<file path="src/rtl/grid_overlay.sv">
// Cell-grid border and cursor-cell overlay for the VGA pixel pipeline, two-stage registered.
// Optional macro GRID_BLINK_EN: blinks the cursor using a frame counter.
module grid_overlay #(
    parameter int unsigned CELL_LOG2  = 5,
    parameter int unsigned EDGE_W     = 2,
    parameter int unsigned IDX_W      = 6,
    parameter logic [11:0] EDGE_RGB   = 12'h000,
    parameter logic [11:0] HL_RGB     = 12'hF00,
    parameter int unsigned BLINK_LOG2 = 5
) (
    input  logic             clk,
    input  logic             rst_n,
    input  logic [15:0]      hcount_in,
    input  logic [15:0]      vcount_in,
    input  logic             hsync_in,
    input  logic             vsync_in,
    input  logic [11:0]      rgb_in,
    input  logic             grid_en,
    input  logic [IDX_W-1:0] cur_col,
    input  logic [IDX_W-1:0] cur_row,
    input  logic             cur_on,
    input  logic             cur_load,
    output logic             cur_busy,
    output logic             hsync_out,
    output logic             vsync_out,
    output logic [11:0]      rgb_out
);

    localparam int unsigned CNT_W     = 16;
    localparam int unsigned CELL_SIZE = 1 << CELL_LOG2;
    localparam int unsigned IDX_HI    = CELL_LOG2 + IDX_W;

    logic [CELL_LOG2-1:0] s1_x_off;
    logic [CELL_LOG2-1:0] s1_y_off;
    logic [IDX_W-1:0]     s1_col;
    logic [IDX_W-1:0]     s1_row;
    logic [11:0]          s1_rgb;
    logic                 s1_hsync;
    logic                 s1_vsync;
    logic                 s1_grid_en;

    logic                 vsync_prev;
    logic [IDX_W-1:0]     pend_col;
    logic [IDX_W-1:0]     pend_row;
    logic                 pend_on;
    logic [IDX_W-1:0]     act_col;
    logic [IDX_W-1:0]     act_row;
    logic                 act_on;

    logic                 frame_start_c;
    logic                 blink_vis_c;
    logic                 edge_hit_c;
    logic                 cur_hit_c;
    logic [11:0]          pix_c;
    logic                 unused_bits_c;

    assign unused_bits_c = ^{hcount_in[CNT_W-1:IDX_HI], vcount_in[CNT_W-1:IDX_HI]};
    assign frame_start_c = vsync_in & ~vsync_prev;

    // Stage 1: split coordinates into cell index and in-cell offset
    always_ff @(posedge clk) begin
        if (!rst_n) begin
            s1_x_off   <= '0;
            s1_y_off   <= '0;
            s1_col     <= '0;
            s1_row     <= '0;
            s1_rgb     <= '0;
            s1_hsync   <= 1'b0;
            s1_vsync   <= 1'b0;
            s1_grid_en <= 1'b0;
        end else begin
            s1_x_off   <= hcount_in[CELL_LOG2-1:0];
            s1_y_off   <= vcount_in[CELL_LOG2-1:0];
            s1_col     <= hcount_in[IDX_HI-1:CELL_LOG2];
            s1_row     <= vcount_in[IDX_HI-1:CELL_LOG2];
            s1_rgb     <= rgb_in;
            s1_hsync   <= hsync_in;
            s1_vsync   <= vsync_in;
            s1_grid_en <= grid_en;
        end
    end

    // Pending register takes loads any time; active copy only moves at frame start
    always_ff @(posedge clk) begin
        if (!rst_n) begin
            vsync_prev <= 1'b0;
            pend_col   <= '0;
            pend_row   <= '0;
            pend_on    <= 1'b0;
            act_col    <= '0;
            act_row    <= '0;
            act_on     <= 1'b0;
            cur_busy   <= 1'b0;
        end else begin
            vsync_prev <= vsync_in;
            if (frame_start_c && cur_busy) begin
                act_col <= pend_col;
                act_row <= pend_row;
                act_on  <= pend_on;
            end
            if (cur_load) begin
                pend_col <= cur_col;
                pend_row <= cur_row;
                pend_on  <= cur_on;
                cur_busy <= 1'b1;
            end else if (frame_start_c) begin
                cur_busy <= 1'b0;
            end
        end
    end

`ifdef GRID_BLINK_EN
    localparam int unsigned FRAME_W = BLINK_LOG2 + 1;

    logic [FRAME_W-1:0] frame_cnt;

    always_ff @(posedge clk) begin
        if (!rst_n) begin
            frame_cnt <= '0;
        end else if (frame_start_c) begin
            frame_cnt <= frame_cnt + FRAME_W'(1);
        end
    end

    assign blink_vis_c = ~frame_cnt[BLINK_LOG2];
`else
    localparam int unsigned unused_blink_log2 = BLINK_LOG2;

    assign blink_vis_c = 1'b1;
`endif

    // Border test stays inside the cell, so neighbouring cells form a 2*EDGE_W line
    always_comb begin
        edge_hit_c = 1'b0;
        cur_hit_c  = 1'b0;
        pix_c      = s1_rgb;
        edge_hit_c = s1_grid_en &&
                     ((32'(s1_x_off) < EDGE_W) || (32'(s1_x_off) >= CELL_SIZE - EDGE_W) ||
                      (32'(s1_y_off) < EDGE_W) || (32'(s1_y_off) >= CELL_SIZE - EDGE_W));
        cur_hit_c  = act_on && (s1_col == act_col) && (s1_row == act_row) && blink_vis_c;
        if (edge_hit_c) begin
            pix_c = EDGE_RGB;
        end else if (cur_hit_c) begin
            pix_c = HL_RGB;
        end
    end

    // Stage 2: composited pixel and matching sync delay
    always_ff @(posedge clk) begin
        if (!rst_n) begin
            rgb_out   <= '0;
            hsync_out <= 1'b0;
            vsync_out <= 1'b0;
        end else begin
            rgb_out   <= pix_c;
            hsync_out <= s1_hsync;
            vsync_out <= s1_vsync;
        end
    end

endmodule
</file>
<file path="config.mk">
export PLATFORM = sky130hd
export DESIGN_NAME = grid_overlay
export DESIGN_NICKNAME = d
export VERILOG_FILES = /design/src/rtl/grid_overlay.sv
export SDC_FILE = /design/constraint.sdc
export NUM_CORES = 1
export LEC_CHECK = 0
export ABC_AREA = 0
export BUFFER_PORTS_ARGS = -buffer_cell sky130_fd_sc_hd__buf_4
export CAP_MARGIN = 20
export CELL_PAD_IN_SITES_DETAIL_PLACEMENT = 1
export CELL_PAD_IN_SITES_GLOBAL_PLACEMENT = 2
export CORE_ASPECT_RATIO = 1.25
export CORE_UTILIZATION = 30
export CTS_CLUSTER_SIZE = 25
export DETAILED_ROUTE_END_ITERATION = 8
export GPL_ROUTABILITY_DRIVEN = 0
export PLACE_DENSITY = 0.85
export SETUP_SLACK_MARGIN = 0.1
export SYNTH_ARGS = -nofsm -noshare
export SYNTH_HDL_FRONTEND = slang
export SYNTH_SLANG_ARGS = --single-unit
</file>
<file path="constraint.sdc">
create_clock -name clk -period 1.9 [get_ports clk]
set_input_delay 0.19 -clock clk [delete_from_list [all_inputs] [get_ports clk]]
set_output_delay 0.19 -clock clk [all_outputs]
set_load 0.1 [all_outputs]
</file>
==> flow_summary.json <==
{
  "cts_tree": "yes",
  "grt_max_degree": 47,
  "hold_viol": 0,
  "layout_setup_ws_ns": 0.257,
  "status": "finished, violations left",
  "pre_cts_slack_ns": 0.238,
  "postRouteAntennaNets": 0,
  "dr.pass1.iters": 7,
  "pwr-share-comb": 0.097,
  "grt_pass1_wl_mm": 8.28,
  "startpoint_type": "flop",
  "core.rowCount": 37,
  "drive_gt1_frac": 0.325,
  "p_int_mw": 2.77,
  "synth_edf_count": 0,
  "avgViaCountPerCell": 4.38,
  "finClkSkew_ns": 0.0109,
  "hold_class": "input port to flop",
  "drtIter0Drc": 35,
  "relSlewSlack": 0.761,
  "p_sw_mw": 0.812,
  "antenna_found_initial": 0,
  "synth_top_area_frac": 0.603,
  "grt_pass1_vias": 1803,
  "power.total_mw": 3.58,
  "clk_latency_ns": 0.34,
  "area_delta_synth_final_pct": 33.1,
  "clockPowerShare": 0.429,
  "grt_usage": 0.122,
  "synth-main-ff-cell": "dfxtp_1",
  "clock_path_buffers": 2,
  "grt-ovfl-total": 0,
  "synth.net_count": 301,
  "drt-total-wl_mm": 5.02,
  "antenna_cells": 0,
  "rsz0062_at_grt": "no",
  "worstPathRequired_ns": 2.13,
  "ys_warn_count": 0,
  "cts_sinks": 76,
  "synthArstFlopShare": 0,
  "coreArea_um2": 8190,
  "tightest_slew_ns": 0.358,
  "power.density_nw_per_um2": 1070,
  "die_area_um2": 8790,
  "drv_slew": 0,
  "synth_area_leaders": "dfxtp_1 (60%), and2_1 (9.2%), mux2i_1 (5.2%)",
  "ys_top_cells_by_count": "dfxtp_1 (76), and2_1 (37), nand2_1 (28)",
  "synth-seq-area-share": 0.603,
  "min-delay-start": "hcount_in[2]",
  "post_synth_num_cell_types": 23,
  "setup_tns_ns": 0,
  "port_buffers": 65,
  "ios": 78,
  "cp.arrival_ns": 1.87,
  "violations": "DRC",
  "nets": 366,
  "cts.htree.levels": 3,
  "startpoint": "act_col[5]",
  "synth-seq-cells": 76,
  "fin_crit_ns": 1.64,
  "utilization": 0.410,
  "yosysMostFrequentCell": "dfxtp_1",
  "setup_viol_count_final": 0,
  "vias": 1772,
  "post-route-period-util": 0.864,
  "cts_root_buffer": "clkbuf_8",
  "post_drt_wl_per_cell_um": 12.4,
  "swShare": 0.227,
  "cts_hold_buf": 0,
  "fp.dieW_um": 84.0,
  "syn_area_um2": 2520,
  "start_util": 0.308,
  "p_leak_nw": 1.43,
  "cts_made_buffers": 9,
  "clk_pin_slew_ns": 0.08,
  "hold_slack_ns": 0.0471,
  "worstPathMaxFanout": 12,
  "maxCapViolations": 0,
  "netlist_instances": 238,
  "r2r_start": "act_col[5]",
  "cp-end-kind": "flop",
  "criticalPathCategory": "flop to flop",
  "syn_area_per_cell_um2": 10.6,
  "hpwlAfterDp_mm": 3.45,
  "vdd_drop_max_uv": 433,
  "drc_errors": 3,
  "synth_area_leader_cell": "dfxtp_1",
  "fmax_ghz": 0.609,
  "p_seq_frac": 0.474,
  "die_y_um": 105
}
## through the flow
step,cells,area (µm²)
CTS,405,3350
global placement,389,3090
finish,405,3360
floorplan,238,2520
detailed placement,389,3090
global route,405,3360
## area by class of cell
type	count	area [µm²]
Clock buffer	11	151
Clock inverter	5	106
Fill cell	927	4830
Inverter	6	22.5
Multi-Input combinational cell	142	925
Sequential cell	76	1520
Tap cell	97	121
Timing Repair Buffer	68	510
## state kept, by name (all words and copies together), names as in the netlist, 6 cells and up
signal and flops:
s1_col 6, pend_row 6, pend_col 6, rgb_out 12, s1_rgb 12, s1_row 6
act_col 6, act_row 6
## kinds of logic after synthesis
family                    Yosys count  synth area share
muxes                              13            0.0516
and+or+nand+nor                    98             0.219
DFF                                76             0.603
AOI/OAI and AO/OA                  19            0.0511
xor gates and xnor gates           12            0.0416
buffers and inverters              20            0.0337
## power by group through the flow
| stage | Sequential [mW] | Combinational (mW) | Clock (mW) |
|---|---|---|---|
| global placement | 1.73 | 0.346 | 0 |
| CTS | 1.70 | 0.353 | 1.59 |
| detailed placement | 1.73 | 0.352 | 0 |
| floorplan | 1.83 | 0.125 | 0 |
| global route | 1.70 | 0.376 | 1.66 |
| finish | 1.70 | 0.346 | 1.54 |
## metal layers
| metal | wire length [µm] | part of all wire | vias up | GRT usage |
|---|---|---|---|---|
| li1 | - | - | 904 | - |
| met1 | 2110 | 0.42 | 817 | 0.135 |
| met2 | 2580 | 0.51 | 44 | 0.209 |
| met3 | 212 | 0.042 | 7 | 0.0340 |
| met4 | 113 | 0.023 | 0 | 0.0702 |
| met5 | 0 | 0 | - | 0 |
## worst max-delay path, stage by stage (launching register included)
cell and delay [ns]:
dfxtp_1 0.35, xnor2_2 0.19, nand4_1 0.10, or4_4 0.63, and4b_2 0.26
## what timing repair did
item                                    CTS  global route
resized for setup                         0             1
endpoints found under the setup margin    0             8
setup buffers                             0             0
## worst paths after layout
| kind | end | slack, ns | cells after the start |
|---|---|---|---|
| setup / recovery | rgb_out[0] | 0.26 | 4 |
| hold / removal | s1_x_off[2] | 0.05 | 2 |
| setup reg to reg | rgb_out[0] | 0.26 | 4 |
| hold reg to reg | hsync_out | 0.44 | 1 |
## cells in the final DEF, fill, tap and decap left out
cell / Yosys / layout
clkinvlp_4: 0 / 1
nor2_1: 15 / 15
a21oi_1: 14 / 14
and2_1: 37 / 37
a211oi_2: 4 / 4
or4_4: 1 / 1
xnor2_2: 0 / 1
xnor2_1: 12 / 11
dfxtp_2: 0 / 1
clkbuf_8: 0 / 11
o31a_1: 1 / 1
inv_1: 6 / 6
nand3_1: 1 / 1
mux2i_1: 13 / 13
dfxtp_1: 76 / 75
nand2_1: 28 / 28
nand4_1: 3 / 3
or4_1: 1 / 1
and4b_2: 8 / 8
nor4_1: 1 / 1
or2_2: 1 / 1
buf_4: 0 / 68
bufinv_16: 0 / 3
nand2b_1: 1 / 1
and4_1: 1 / 1
inv_6: 0 / 1
(Power assumes the default switching activity.)
